## config.mk

```make
export PLATFORM = sky130hd
export DESIGN_NAME = baud_rate_controller
export DESIGN_NICKNAME = d
export VERILOG_FILES = /design/src/rtl/uart_pkg.sv /design/src/rtl/baud_tick_counter.sv /design/src/rtl/baud_rate_controller.sv
export SDC_FILE = /design/constraint.sdc
export NUM_CORES = 1
export LEC_CHECK = 0
export BUFFER_PORTS_ARGS = -buffer_cell sky130_fd_sc_hd__buf_2
export CAP_MARGIN = 0
export CELL_PAD_IN_SITES_DETAIL_PLACEMENT = 1
export CELL_PAD_IN_SITES_GLOBAL_PLACEMENT = 2
export CORE_ASPECT_RATIO = 1.1
export CORE_MARGIN = 2
export CORE_UTILIZATION = 32
export DETAILED_ROUTE_END_ITERATION = 10
export GPL_ROUTABILITY_DRIVEN = 0
export PLACE_DENSITY_LB_ADDON = 0.1
export SETUP_SLACK_MARGIN = 0.1
export SKIP_LAST_GASP = 1
export SLEW_MARGIN = 5
export SYNTH_ARGS = -nofsm -noshare
export SYNTH_HDL_FRONTEND = slang
export SYNTH_HIERARCHICAL = 1
export SYNTH_SLANG_ARGS = --single-unit
export TNS_END_PERCENT = 20
```

## constraint.sdc

```tcl
create_clock -name clk -period 2.08 [get_ports clk]
set_clock_uncertainty 0.2 [all_clocks]
set_input_delay 0.208 -clock clk [delete_from_list [all_inputs] [get_ports clk]]
set_output_delay 0.208 -clock clk [all_outputs]
set_load 0.01 [all_outputs]
```

## src/rtl/uart_pkg.sv

```systemverilog
// Shared UART baud definitions: controller state encoding, oversample ratio and default divisor.
package uart_pkg;

  typedef enum logic [1:0] {
    RUN   = 2'd0,
    PEND  = 2'd1,
    APPLY = 2'd2
  } baud_state_t;

  localparam int UART_DIV_BITS      = 11;
  localparam int UART_OVERSAMPLE    = 16;
  localparam int UART_DEFAULT_FINAL = 650;  // 100 MHz / (9600 * 16) - 1

  function automatic int sub_width(input int oversample);
    return (oversample > 1) ? $clog2(oversample) : 1;
  endfunction

endpackage

```

## src/rtl/baud_tick_counter.sv

```systemverilog
// Divisor counter producing the 16x s_tick and the 1x bit_tick; ticks are combinational from count/sub.
// clear (divisor swap) and run=0 both zero count and sub and suppress s_tick for that cycle.
module baud_tick_counter
  import uart_pkg::*;
#(
  parameter int DIV_BITS   = UART_DIV_BITS,
  parameter int OVERSAMPLE = UART_OVERSAMPLE
) (
  input  logic                clk,
  input  logic                rst,
  input  logic                run,
  input  logic                clear,
  input  logic [DIV_BITS-1:0] final_value,
  output logic                s_tick,
  output logic                bit_tick
);

  localparam int SUB_W = sub_width(OVERSAMPLE);
  localparam logic [SUB_W-1:0] SUB_LAST = SUB_W'(OVERSAMPLE - 1);

  logic [DIV_BITS-1:0] count;
  logic [SUB_W-1:0]    sub;
  logic                at_final;

  assign at_final = (count == final_value);
  assign s_tick   = run && !rst && !clear && at_final;
  assign bit_tick = s_tick && (sub == SUB_LAST);

  always_ff @(posedge clk) begin
    if (rst || !run || clear) begin
      count <= '0;
      sub   <= '0;
    end else if (at_final) begin
      count <= '0;
      sub   <= (sub == SUB_LAST) ? '0 : sub + 1'b1;
    end else begin
      count <= count + 1'b1;
    end
  end

endmodule

```

## src/rtl/baud_rate_controller.sv

```systemverilog
// Baud tick owner: accepts a new divisor over valid/ready, parks it in a shadow register and
// swaps it in only while both TX and RX are idle; cfg_ready stays low from transfer until the swap completes.
module baud_rate_controller
  import uart_pkg::*;
#(
  parameter int DIV_BITS      = UART_DIV_BITS,
  parameter int DEFAULT_FINAL = UART_DEFAULT_FINAL,
  parameter int OVERSAMPLE    = UART_OVERSAMPLE
) (
  input  logic                clk,
  input  logic                rst,
  input  logic                run,
  input  logic                cfg_valid,
  output logic                cfg_ready,
  input  logic [DIV_BITS-1:0] cfg_final,
  input  logic                tx_busy,
  input  logic                rx_busy,
  output logic                s_tick,
  output logic                bit_tick,
  output logic [DIV_BITS-1:0] active_final,
  output logic                cfg_pending
);

  baud_state_t         state;
  baud_state_t         state_nxt;
  logic [DIV_BITS-1:0] shadow;
  logic                accept;
  logic                apply;

  assign cfg_ready   = (state == RUN);
  assign cfg_pending = (state != RUN);
  assign accept      = cfg_valid && cfg_ready;
  assign apply       = (state == APPLY);

  always_ff @(posedge clk) begin
    if (rst) begin
      state <= RUN;
    end else begin
      state <= state_nxt;
    end
  end

  always_comb begin
    state_nxt = state;
    case (state)
      RUN:     if (accept) state_nxt = PEND;
      PEND:    if (!tx_busy && !rx_busy) state_nxt = APPLY;
      APPLY:   state_nxt = RUN;
      default: state_nxt = RUN;
    endcase
  end

  // Shadow is only written from RUN, so a held request cannot overwrite a divisor awaiting the swap.
  always_ff @(posedge clk) begin
    if (rst) begin
      shadow <= '0;
    end else if (accept) begin
      shadow <= cfg_final;
    end
  end

  always_ff @(posedge clk) begin
    if (rst) begin
      active_final <= DIV_BITS'(DEFAULT_FINAL);
    end else if (apply) begin
      active_final <= shadow;
    end
  end

  baud_tick_counter #(
    .DIV_BITS   (DIV_BITS),
    .OVERSAMPLE (OVERSAMPLE)
  ) u_tick (
    .clk         (clk),
    .rst         (rst),
    .run         (run),
    .clear       (apply),
    .final_value (active_final),
    .s_tick      (s_tick),
    .bit_tick    (bit_tick)
  );

endmodule
```

After elaboration in Yosys (flattened, before gate mapping)
Cells that the tools add are included.

Shifts and indexed selects: 0. Multipliers: 0. $lt $le $gt $ge: 0. Bitwise operators: 0. Equal/unequal tests: 6. Reduce and logical (&&, ||, !) cells: 17. Divide/modulo/power cells: 0. Mux-type cells: 4. Add/sub/neg operators: 2.

Operators with widths (count): 11-bit by 1-bit adder with 11-bit output, second input constant (1); 11-bit equality test (1); 1-bit logical AND (6); 1-bit zero test (5); 4-bit by 1-bit adder with 4-bit output, second input constant (1); 4-bit equality test, second input constant (1); 2-bit two-way mux (2); 4-bit two-way mux (1); 2-bit case mux with 2 select lines (1); 2-bit by 1-bit equality test with 1-bit output, second input constant (1); 2-bit equality test, second input constant (1); 2-bit zero test (1); 1-bit logical OR (2); 2-bit by 1-bit inequality test with 1-bit output, second input constant (1); 2-bit inequality test, second input constant (1); 2-bit AND reduction (1); 2-bit nonzero test (1); 2-bit OR reduction (1).

RAM bits: 0. Memories: 0. Word-level logic and storage cells: 34. Bits in registers: 39. Input bits: 17. Bits in read-only memories: 0. Latch bits: 0.

Depth between registers and ports, before layout
Word-level depth: 5. Mapped depth: 6. Depth with buffers taken out: 5.

Hierarchy
Netlist, hierarchy kept.

Modules (own cells, without submodules): baud_rate_controller (area each 855.8 um2, cells an instance 107, times used 1); baud_tick_counter (area each 847.1 um2, cells an instance 92, times used 1).

Worst setup path after synthesis
No wires, ideal clock.

Path kind: reg-to-output. Start: register state[0]. End: output port bit_tick. Stages on the path, launching flop included: 6. Path slack: 0.151 ns. Data required time: 1.672 ns. Arrival time: 1.521 ns. Path through: dfxtp_1 nand2b_1 inv_2 buf_2 or3b_2 nor3_1.

Cells in the longest elaborated chain, start to end: 5.

Ends and longest elaborated chain: from (decl) (RTL line baud_rate_controller.sv:24) `baud_state_t state;`; from (signal assigned) (RTL line baud_rate_controller.sv:39) `state <= state_nxt;`; 2-bit equality test (RTL line baud_rate_controller.sv:33) `assign apply = (state == APPLY);`; net apply (RTL line baud_rate_controller.sv:28) `logic apply;`; 1-bit zero test (RTL line baud_tick_counter.sv:26) `assign s_tick = run && !rst && !clear && at_final;`; 1-bit logical AND (2 in a row) (RTL line baud_tick_counter.sv:26); 1-bit logical AND (RTL line baud_tick_counter.sv:27) `assign bit_tick = s_tick && (sub == SUB_LAST);`; to (decl) (RTL line baud_rate_controller.sv:19) `output logic bit_tick,`.

The timed path passes the listed nets, and every way through them passes these cells.

Worst setup path after layout
Start: register u_tick.count[3]. End: output port bit_tick.

Cells in the longest elaborated chain, start to end: 3.

Ends and longest elaborated chain: from (decl) (RTL line baud_tick_counter.sv:21) `logic [DIV_BITS-1:0] count;`; from (signal assigned) (RTL line baud_tick_counter.sv:37) `count <= count + 1'b1;`; 11-bit equality test (RTL line baud_tick_counter.sv:25) `assign at_final = (count == final_value);`; 1-bit logical AND (RTL line baud_tick_counter.sv:26); 1-bit logical AND (RTL line baud_tick_counter.sv:27).

No other way between the ends.

==> reports/metrics.csv <==
metric;value;unit
synth_cells;199;
cp-end-kind;output port;
worstMarginPinSlew;498;ps
grt.total_usage;16.3;%
grt_pass1_wl;7450;um
totalWireLength;4520;um
p_sw;0.348;mW
power;1.41;mW
layout_commonest_cell;nand2_1;
rows;27;
fin_crit;1920;ps
clk_latency;290;ps
fin_util;47.4;%
p_int;1.06;mW
hold_ws;48.3;ps
synth_top_family_by_area;simple AND/OR/NAND/NOR gates;
clock_path_buffers;2;
synth-seq-cells;39;
synthAdderAreaFrac;1.47;%
yosys.cell_types.count;33;
pwr-share-seq;55.1;%
core-area;0.00507;sq mm
min_period_over_period;92.5;%
remaining_drc_errors;0;
nets;278;
tns;0;ps
finalSetupViolCount;0;
dp_hpwl;3290;um
powerDensity;589;mW/mm^2
drtAntennaViolNets;0;
ios;32;
slew_headroom;66.8;%
syn-cell-area;0.00170;sq mm
synthXorXnorAreaFrac;10.7;%
synth.area.mux_share;1.76;%
synth_nets;218;
antenna_found_initial;0;
slew_violations;0;
grt_max_degree;26;
drv_cap;0;
syn_to_final_growth;40.9;%
die_area;0.00592;sq mm
grt_pass1_vias;1596;
drt_iter0_markers;64;
hold_class;input port to flip-flop;
power_switching_share;24.6;%
port_buffers;31;
dr_total_vias;1549;
crit_arrival;1520;ps
root_buffer;clkbuf_8;
synth.avg_cell_area;8.56;sq um
hold_violations;0;
viasPerCell;4.87;
n_antenna_cell;0;
crit_required;1670;ps
die_h;80.5;um
synth_seq_area_share;45.8;%
cts_num_sinks;39;
cts_max_level;2;
grt_overflow;0;
p_leak;0.949;nW
start_kind;flip-flop;
p_clk_share;35.6;%
numCtsBuffers;5;
clk_pin_slew;80;ps
layout_common_cells;nand2_1, buf_2, a21oi_1, dfxtp_1;
crit_fanout;5;
avgRoutedWirePerCell;14.2;um
cts_tree;done;
initial_core_util;33.6;%
num-fill-cells;601;
yosysWarningCount;6;
path_class;flip-flop to output port;
pwr-share-comb;9.3;%
die_x;73.6;um
peakVddDrop;299;uV
rsz0062_at_grt;true;
max_freq;0.520;GHz
synth_compound_area_share;8.16;%
drtPass1Iterations;3;
drive_gt1_share;37.7;%
synthSimpleGateAreaFrac;29.3;%
outcome;finished clean;
[cell usage after synthesis, drive strengths merged]
library cell | n | area (sq um)
and3 | 5 | 31.3
nor2b | 1 | 6.26
buf | 5 | 31.3
xor2 | 3 | 26.3
inv | 2 | 7.50
nand2 | 50 | 188
nand2b | 2 | 12.5
o41ai | 1 | 8.76
ha | 2 | 25.0
mux2i | 3 | 30.0
or3b | 2 | 17.5
nand3b | 5 | 37.5
and4 | 2 | 18.8
nand4 | 5 | 37.5
o31ai | 1 | 21.3
a21oi | 20 | 100
clkbuf | 2 | 7.51
dfxtp | 39 | 781
nor2 | 17 | 63.8
nor3b | 2 | 20.0
nor3 | 3 | 15.0
or2 | 1 | 6.26
xnor2 | 17 | 156
nand3 | 8 | 45.0
a2111oi | 1 | 8.76
[sequential cells by signal (all words and copies together) (netlist names)]
signal,cells
active_final,11
shadow,11
u_tick/count,11
u_tick/sub,4
state,2
[layer usage]
metal / part of all wire, % / up-vias / GRT usage, %
met3: 2.3 / 6 / 3.76
li1: - / 785 / -
met4: 1.1 / 0 / 4.55
met5: 0 / - / 0
met1: 41 / 736 / 17.6
met2: 55 / 22 / 31.0
[cells by family after synthesis]
group,count (synthesis)
buffers and inverters,9
flip-flops,39
XOR/XNOR,20
multiplexers,3
AO/OA/AOI/OAI,23
AND/OR/NAND/NOR,103
adder cells (fa/ha/maj),2
[layout make-up]
class	count	area (sq um)	area share (%)
multi-input combinational	151	1020	42.3
sequential	39	812	33.8
timing repair buffer	60	403	16.8
tap	58	72.6	3.02
clock buffer	5	68.8	2.87
clock inverter	3	20.0	0.834
inverter	2	7.51	0.313
[final timing paths]
check | from | to | slack (ps) | cells past startpoint
max | u_tick/count[3]$_SDFF_PP0_ | bit_tick | 160 | 5
max reg2reg | active_final[2]$_SDFFE_PP0P_ | u_tick/count[2]$_SDFF_PP0_ | 290 | 5
min | tx_busy | state[1]$_SDFFE_PP0P_ | 50 | 3
min reg2reg | shadow[4]$_SDFFE_PP0P_ | active_final[4]$_SDFFE_PP0P_ | 260 | 2
[power by group through the flow]
| stage | registers [mW] | logic [mW] | clock network [mW] |
|---|---|---|---|
| 3_5_place_dp | 0.798 | 0.102 | 0 |
| 6_report | 0.778 | 0.131 | 0.503 |
| 4_1_cts | 0.778 | 0.127 | 0.524 |
| 2_1_floorplan | 0.794 | 0.0611 | 0 |
| 5_1_grt | 0.781 | 0.148 | 0.552 |
| 3_3_place_gp | 0.797 | 0.0991 | 0 |
[worst max-delay path: stages, from the launching register on]
cell and delay [ps]:
dfxtp_4 380, xnor2_4 180, and4_4 270, nand3_4 100, nor3_2 150, buf_2 150
[through the flow]
| step | setup WS [ps] | instance area (sq um) | cells |
|---|---|---|---|
| 2_1_floorplan | 151 | 1700 | 199 |
| 3_3_place_gp | 258 | 1940 | 287 |
| 3_5_place_dp | 253 | 1940 | 287 |
| 4_1_cts | 105 | 2240 | 309 |
| 5_1_grt | 74.0 | 2400 | 318 |
| 6_report | 155 | 2400 | 318 |
[repair_timing]
action                                  4_1_cts  5_1_grt
resized for setup                            26       16
endpoints found under the setup margin        2        2
pin swaps                                     1        9
setup buffers                                 2        9
hold endpoints to repair                     12        0
hold buffers                                 12        0
(Power assumes the default switching activity.)
